===== src/rtl/uart_tx_param_pkg.sv =====
// uart_tx_param_pkg: parity encodings, FSM states and parity helper
// shared by the UART transmitter files.
package uart_tx_param_pkg;

   localparam int PARITY_NONE = 0;
   localparam int PARITY_ODD  = 1;
   localparam int PARITY_EVEN = 2;

   typedef enum logic [2:0] {
      S_IDLE,
      S_START,
      S_DATA,
      S_PARITY,
      S_STOP
   } tx_state_e;

   function automatic logic parity_bit(
      input logic [8:0] d,
      input int         mode
   );
      return (mode == PARITY_ODD) ? ~^d : ^d;
   endfunction

endpackage


===== src/rtl/uart_tx_param_if.sv =====
// uart_tx_param_if: write handshake, status and serial line of the
// UART transmitter.
interface uart_tx_param_if #(
   parameter int DATA_BITS  = 8,
   parameter int FIFO_DEPTH = 4
);

   logic                          tx_enable_signal;
   logic [DATA_BITS-1:0]          tx_data;
   logic                          tx_ready;
   logic                          tx_busy;
   logic                          tx_done_signal;
   logic [$clog2(FIFO_DEPTH):0]   fifo_count;
   logic                          tx_out;

   modport master (
      output tx_enable_signal,
      output tx_data,
      input  tx_ready,
      input  tx_busy,
      input  tx_done_signal,
      input  fifo_count,
      input  tx_out
   );

   modport slave (
      input  tx_enable_signal,
      input  tx_data,
      output tx_ready,
      output tx_busy,
      output tx_done_signal,
      output fifo_count,
      output tx_out
   );

endinterface


===== src/rtl/uart_tx_param_fifo.sv =====
// uart_tx_param_fifo: synchronous FIFO; pointers carry an extra MSB
// so full and empty are told apart without a separate flag.
module uart_tx_param_fifo #(
   parameter int DEPTH = 4,
   parameter int WIDTH = 8
) (
   input  logic                    clk,
   input  logic                    rst,
   input  logic                    push_i,
   input  logic [WIDTH-1:0]        wdata_i,
   input  logic                    pop_i,
   output logic [WIDTH-1:0]        rdata_o,
   output logic                    full_o,
   output logic                    empty_o,
   output logic [$clog2(DEPTH):0]  count_o
);

   localparam int AW = $clog2(DEPTH);

   logic [WIDTH-1:0] mem_q [DEPTH];
   logic [AW:0]      wr_q;
   logic [AW:0]      rd_q;
   logic             do_push;
   logic             do_pop;

   assign count_o = wr_q - rd_q;
   assign full_o  = (count_o == (AW+1)'(DEPTH));
   assign empty_o = (wr_q == rd_q);
   assign do_push = push_i && !full_o;
   assign do_pop  = pop_i && !empty_o;
   assign rdata_o = mem_q[rd_q[AW-1:0]];

   always_ff @(posedge clk or negedge rst) begin
      if (!rst) begin
         wr_q <= '0;
         rd_q <= '0;
      end else begin
         if (do_push) wr_q <= wr_q + 1'b1;
         if (do_pop)  rd_q <= rd_q + 1'b1;
      end
   end

   always_ff @(posedge clk) begin
      if (do_push) mem_q[wr_q[AW-1:0]] <= wdata_i;
   end

endmodule


===== src/rtl/uart_tx_param.sv =====
// uart_tx_param: parametrised UART transmitter with input FIFO.
// Frame: start, DATA_BITS LSB first, optional parity, STOP_BITS stops.
module uart_tx_param
   import uart_tx_param_pkg::*;
#(
   parameter int DATA_BITS   = 8,
   parameter int PARITY_MODE = 0,
   parameter int STOP_BITS   = 1,
   parameter int CLK_DIV     = 868,
   parameter int FIFO_DEPTH  = 4
) (
   input  logic           clk,
   input  logic           rst,
   uart_tx_param_if.slave bus
);

   localparam int CW = $clog2(CLK_DIV);

   if (DATA_BITS < 5 || DATA_BITS > 9 ||
       PARITY_MODE < 0 || PARITY_MODE > 2 ||
       STOP_BITS < 1 || STOP_BITS > 2 ||
       CLK_DIV < 2 || FIFO_DEPTH < 2 ||
       (FIFO_DEPTH & (FIFO_DEPTH - 1)) != 0) begin : g_param_err
      $error("uart_tx_param: illegal parameter set");
   end

   tx_state_e            state_q, state_d;
   logic [CW-1:0]        cnt_q, cnt_d;
   logic [3:0]           bit_q, bit_d;
   logic [DATA_BITS-1:0] shift_q, shift_d;
   logic                 par_q, par_d;
   logic                 tx_q, tx_d;
   logic                 done_q, done_d;

   logic                 pop;
   logic                 full;
   logic                 empty;
   logic                 baud_end;
   logic [DATA_BITS-1:0] head;

   uart_tx_param_fifo #(
      .DEPTH (FIFO_DEPTH),
      .WIDTH (DATA_BITS)
   ) u_fifo (
      .clk     (clk),
      .rst     (rst),
      .push_i  (bus.tx_enable_signal),
      .wdata_i (bus.tx_data),
      .pop_i   (pop),
      .rdata_o (head),
      .full_o  (full),
      .empty_o (empty),
      .count_o (bus.fifo_count)
   );

   always_comb begin
      state_d  = state_q;
      cnt_d    = cnt_q;
      bit_d    = bit_q;
      shift_d  = shift_q;
      par_d    = par_q;
      tx_d     = tx_q;
      done_d   = 1'b0;
      pop      = 1'b0;
      baud_end = (cnt_q == CW'(CLK_DIV - 1));
      if (state_q != S_IDLE) cnt_d = baud_end ? '0 : cnt_q + 1'b1;
      unique case (state_q)
         S_IDLE: begin
            if (!empty) begin
               pop     = 1'b1;
               shift_d = head;
               par_d   = parity_bit(9'(head), PARITY_MODE);
               tx_d    = 1'b0;
               cnt_d   = '0;
               state_d = S_START;
            end
         end
         S_START: begin
            if (baud_end) begin
               tx_d    = shift_q[0];
               bit_d   = '0;
               state_d = S_DATA;
            end
         end
         S_DATA: begin
            if (baud_end) begin
               if (bit_q != 4'(DATA_BITS - 1)) begin
                  shift_d = shift_q >> 1;
                  tx_d    = shift_d[0];
                  bit_d   = bit_q + 1'b1;
               end else if (PARITY_MODE != PARITY_NONE) begin
                  tx_d    = par_q;
                  state_d = S_PARITY;
               end else begin
                  tx_d    = 1'b1;
                  bit_d   = '0;
                  state_d = S_STOP;
               end
            end
         end
         S_PARITY: begin
            if (baud_end) begin
               tx_d    = 1'b1;
               bit_d   = '0;
               state_d = S_STOP;
            end
         end
         S_STOP: begin
            if (baud_end) begin
               bit_d = bit_q + 1'b1;
               if (bit_q == 4'(STOP_BITS - 1)) begin
                  done_d  = 1'b1;
                  state_d = S_IDLE;
                  // chain the next queued frame with no idle gap
                  if (!empty) begin
                     pop     = 1'b1;
                     shift_d = head;
                     par_d   = parity_bit(9'(head), PARITY_MODE);
                     tx_d    = 1'b0;
                     state_d = S_START;
                  end
               end
            end
         end
         default: state_d = S_IDLE;
      endcase
   end

   always_ff @(posedge clk or negedge rst) begin
      if (!rst) begin
         state_q <= S_IDLE;
         cnt_q   <= '0;
         bit_q   <= '0;
         shift_q <= '0;
         par_q   <= 1'b0;
         tx_q    <= 1'b1;
         done_q  <= 1'b0;
      end else begin
         state_q <= state_d;
         cnt_q   <= cnt_d;
         bit_q   <= bit_d;
         shift_q <= shift_d;
         par_q   <= par_d;
         tx_q    <= tx_d;
         done_q  <= done_d;
      end
   end

   assign bus.tx_out         = tx_q;
   assign bus.tx_busy        = (state_q != S_IDLE);
   assign bus.tx_done_signal = done_q;
   assign bus.tx_ready       = !full;

endmodule


===== src/flat_wrapper.sv =====
// flat-port wrapper written by rule: the top's interface ports become plain ports
module uart_tx_param_flat import uart_tx_param_pkg::*;
#(
   parameter int DATA_BITS   = 8,
   parameter int PARITY_MODE = 0,
   parameter int STOP_BITS   = 1,
   parameter int CLK_DIV     = 868,
   parameter int FIFO_DEPTH  = 4
)
  (clk, rst, bus_tx_enable_signal, bus_tx_data, bus_tx_ready, bus_tx_busy, bus_tx_done_signal, bus_fifo_count, bus_tx_out);
  uart_tx_param_if #(.DATA_BITS(DATA_BITS), .FIFO_DEPTH(FIFO_DEPTH)) bus_i ();
  input  logic clk;
  input  logic rst;
  input wire logic [$bits(bus_i.tx_enable_signal)-1:0] bus_tx_enable_signal;
  input wire logic [$bits(bus_i.tx_data)-1:0] bus_tx_data;
  output wire logic [$bits(bus_i.tx_ready)-1:0] bus_tx_ready;
  output wire logic [$bits(bus_i.tx_busy)-1:0] bus_tx_busy;
  output wire logic [$bits(bus_i.tx_done_signal)-1:0] bus_tx_done_signal;
  output wire logic [$bits(bus_i.fifo_count)-1:0] bus_fifo_count;
  output wire logic [$bits(bus_i.tx_out)-1:0] bus_tx_out;
  assign bus_i.tx_enable_signal = bus_tx_enable_signal;
  assign bus_i.tx_data = bus_tx_data;
  assign bus_tx_ready = bus_i.tx_ready;
  assign bus_tx_busy = bus_i.tx_busy;
  assign bus_tx_done_signal = bus_i.tx_done_signal;
  assign bus_fifo_count = bus_i.fifo_count;
  assign bus_tx_out = bus_i.tx_out;
  uart_tx_param #(.DATA_BITS(DATA_BITS), .PARITY_MODE(PARITY_MODE), .STOP_BITS(STOP_BITS), .CLK_DIV(CLK_DIV), .FIFO_DEPTH(FIFO_DEPTH)) u_core (.clk(clk), .rst(rst), .bus(bus_i));
endmodule

===== config.mk =====
export PLATFORM = sky130hd
export DESIGN_NAME = uart_tx_param_flat
export DESIGN_NICKNAME = d
export VERILOG_FILES = /design/src/rtl/uart_tx_param_pkg.sv /design/src/rtl/uart_tx_param_if.sv /design/src/rtl/uart_tx_param_fifo.sv /design/src/rtl/uart_tx_param.sv /design/src/flat_wrapper.sv
export SDC_FILE = /design/constraint.sdc
export NUM_CORES = 1
export LEC_CHECK = 0
export CAP_MARGIN = 40
export CORE_MARGIN = 5
export CORE_UTILIZATION = 40
export CTS_CLUSTER_SIZE = 8
export DETAILED_ROUTE_END_ITERATION = 8
export MAX_ROUTING_LAYER = met4
export SYNTH_ARGS = -nofsm -noshare
export SYNTH_HDL_FRONTEND = slang
export SYNTH_SLANG_ARGS = --single-unit

===== constraint.sdc =====
create_clock -name clk -period 4.5 [get_ports clk]
set_clock_uncertainty 0.05 [all_clocks]
set_input_delay 0.45 -clock clk [delete_from_list [all_inputs] [get_ports clk]]
set_output_delay 0.45 -clock clk [all_outputs]
set_load 0.05 [all_outputs]

==> key figures <==
Route
  – ANT nets after route: 0
  – DRC errors left: 0
  – Detailed Route WL: 5890 µm
  – Routed vias/inst: 5.27
  – DR pass1 iterations: 4
  – Routed WL per cell: about 16 µm
  – Met2 WL: 2580 µm
  – DR vias: around 2,000
  – DR WL met3: 140 µm
  – Max Used Layer: met4
  – Initial DRC count: 86
  – M1 WL: 3030 µm

Yosys
  – Syn. warnings: 0
  – Leading area contributor after synthesis: edfxtp_1
  – Synth Cell Area: 3270 µm²
  – Ys async rst share: between 50 and 60%
  – Synth area leaders: edfxtp_1, dfrtp_1, mux4_2, ha_1, mux2_4
  – Synthesized flop and latch total: 65
  – Avg Cell Area, Syn: 13.5 µm²
  – Synth top cells by count: dfrtp_1, edfxtp_1, nand2_1
  – Synth Instances: 242
  – Most used DFF post-synth: edfxtp_1
  – Share of Yosys cell area claimed by the top area cell type: 29.4%
  – Register area share after synthesis: 54.7%
  – Count of flip-flops with a built-in enable after synthesis: 32
  – Syn_nets: 264
  – Yosys cell types: 63

CTS
  – Clock-pin slew on the worst setup and hold paths: 70 ps
  – Hold_buf cts: 0
  – CTS sink count: 65
  – TritonCTS clock tree: built
  – Clock root buffer: clkbuf_8
  – Postcts setup bufs: 0
  – H-tree depth: 3
  – Clock buffer depth: 2
  – Resized cells post-CTS: 0
  – Worst-Skew Late Latency: approximately 340 ps
  – TritonCTS buffer count: 9

Final layout
  – Ant. Diodes: 0
  – Final cell count without fillers: around 370
  – Share of layout cells above drive strength 1: 19.5%
  – Area Overhead vs Synth: 14.2%
  – Net total in the final layout: about 280

Place
  – Post-DP HPWL: 4030 µm
  – PortBufs: 17
  – Global placement routability congestion: around 0.82
  – Placed cells: roughly 360

Floorplan
  – Core ar.: 8090 µm²
  – Die X: 100 µm
  – Row Count: 33
  – Die Y: about 100 µm
  – Initial core utilization: 40.4%
  – Die area: between 10,000 and 15,000 µm²
  – Io pins: 18

Critical path
  – Startpoint types: register
  – Reg2reg path depth: 5
  – Worst EP arrival: 2770 ps
  – Kind of critical path: reg2out
  – Flop2flop setup slack: 1750 ps
  – Req. time, crit path: around 4000 ps
  – Reg-to-reg endpoint: u_core.u_fifo.mem_q[3][0]
  – Crit-path max FO: 11
  – Critical path endpoint category: output pin
  – RR Startpoint: u_core.u_fifo.rd_q[0]

Timing
  – RSZ-0062 raised after global routing: no
  – Endpoints failing hold: 0
  – Final setup TNS: 0 ps
  – Worst Tran Pin Value: 669 ps
  – Relative max-transition margin: 55.2%
  – Fmax: around 0.31 GHz
  – Pins Over Slew Limit: 0
  – Crit share post-route: 72.7%
  – Crit path time final: 3270 ps
  – Final setup vio count: 0

Global routing
  – Largest net degree at the start of global routing: 34
  – GRT overflow: 0
  – Gr usage total: 13.3%
  – Initial antenna violation count: 0
  – Global-route wire length before repair: 10,000 µm
  – Vias in the first global route: roughly 1,900

Hold path
  – Min-Delay Endpoint: u_core.shift_q[6]
  – Hold Crit Depth: 1
  – Worst hold path class: reg2reg
  – Hold_sp: u_core.shift_q[6]

Status
  – Status: completed

Power
  – Lkg Pwr: 1.43 nW
  – Psw: 0.000887 W
  – P_int: 0.00150 W
  – Clk pwr share: 22.0%
  – Worst VDD drop: between 800 and 900 µV
  – Seq pwr share: between 30% and 40%
  – Comb power frac: 38.2%
  – P per Cell Area: 639 nW/µm²
  – Fraction of power spent switching nets: 37.2%

Job
  – Total of max-cap violations: 0
==> metrics by stage <==
step | setup WS, ps | power, W | utilization (%) | hold slack [ps] | area (µm²)
3_3_place_gp | 1580 | 0.00187 | 43.4 | 443 | 3510
5_1_grt | 1070 | 0.00254 | 46.1 | 487 | 3730
4_1_cts | 1170 | 0.00242 | 46.1 | 466 | 3730
3_5_place_dp | 1540 | 0.00189 | 43.5 | 443 | 3520
2_1_floorplan | 1890 | 0.00165 | - | 104 | 3270
6_report | 1230 | 0.00239 | 46.1 | 463 | 3730
==> final cells by class <==
cell class | instances | area, µm²
fillers | 744 | 4360
flip-flops and latches | 65 | 1790
multi-input cells | 151 | 1360
repair buffers | 19 | 185
clock buffers | 10 | 138
well taps | 105 | 131
clock inverters | 6 | 73.8
inverters | 15 | 56.3
==> registers in the layout (all words and copies together), names as in the netlist <==
register	flops
u_core.state_q	3
u_core.bus.tx_done_signal	1
u_core.bus.tx_out	1
u_core.bit_q	4
u_core.u_fifo.wr_q	3
u_core.u_fifo.rd_q	3
u_core.u_fifo.mem_q	32
u_core.cnt_q	10
u_core.shift_q	8
==> metal layers <==
layer,GRT usage [%],vias to the layer above
met5,-,-
met2,17.6,34
met3,2.36,11
met1,19.3,965
met4,7.05,0
li1,-,947
==> cells by family (layout without fill, tap and decap cells) <==
group           after synthesis  in the layout  share of synthesized area [%]
compound gates               37             37                           8.62
buf+inv                      26             50                           3.64
simple gates                 63             63                           11.8
xor+xnor                      9              9                           2.87
fa+ha+maj                    11             11                           4.44
flops                        65             65                           54.7
mux                          31             31                           13.9
==> placed cells by master, fill, tap and decap left out, types with 3 or more instances in the layout <==
cell type and instances:
nand3_1 9, xor2_1 5, mux2_2 7, clkbuf_8 10
clkdlybuf4s50_1 17, nor2_1 7, o21ai_0 4, mux4_2 8
nand4_1 4, nor3b_1 3, dfrtp_1 32, edfxtp_1 32
o21ai_1 5, xnor2_1 3, inv_6 3, mux2_4 7
mux2i_1 8, and3_1 3, a21oi_1 7, ha_1 10
a22o_1 3, inv_1 14, and2_1 5, nand2_1 15
==> critical path, stage by stage (launching register included) <==
cell,delay (ps)
dfrtp_1,610
ha_1,310
fa_1,370
xor3_1,240
nand3_1,100
clkdlybuf4s50_1,810
==> worst max path at each step <==
stage | start | end | slack, ps | cells past startpoint
2_1_floorplan | u_core.u_fifo.wr_q[0] | bus_tx_ready | 1890 | 5
3_3_place_gp | u_core.u_fifo.rd_q[0] | bus_tx_ready | 1580 | 5
3_5_place_dp | u_core.u_fifo.rd_q[0] | bus_tx_ready | 1540 | 5
4_1_cts | u_core.u_fifo.rd_q[0] | bus_tx_ready | 1170 | 5
5_1_grt | u_core.u_fifo.rd_q[0] | bus_tx_ready | 1070 | 5
6_report | u_core.u_fifo.rd_q[0] | bus_tx_ready | 1230 | 5
==> power groups by stage <==
stage | Sequential (W) | Clock, W | Combinational [W]
finish | 0.000950 | 0.000524 | 0.000912
global route | 0.000982 | 0.000563 | 0.000995
CTS | 0.000953 | 0.000543 | 0.000926
detailed placement | 0.000964 | 0 | 0.000923
global placement | 0.000960 | 0 | 0.000905
floorplan | 0.000877 | 0 | 0.000769
No activity file was read; power rests on OpenSTA's default activity.
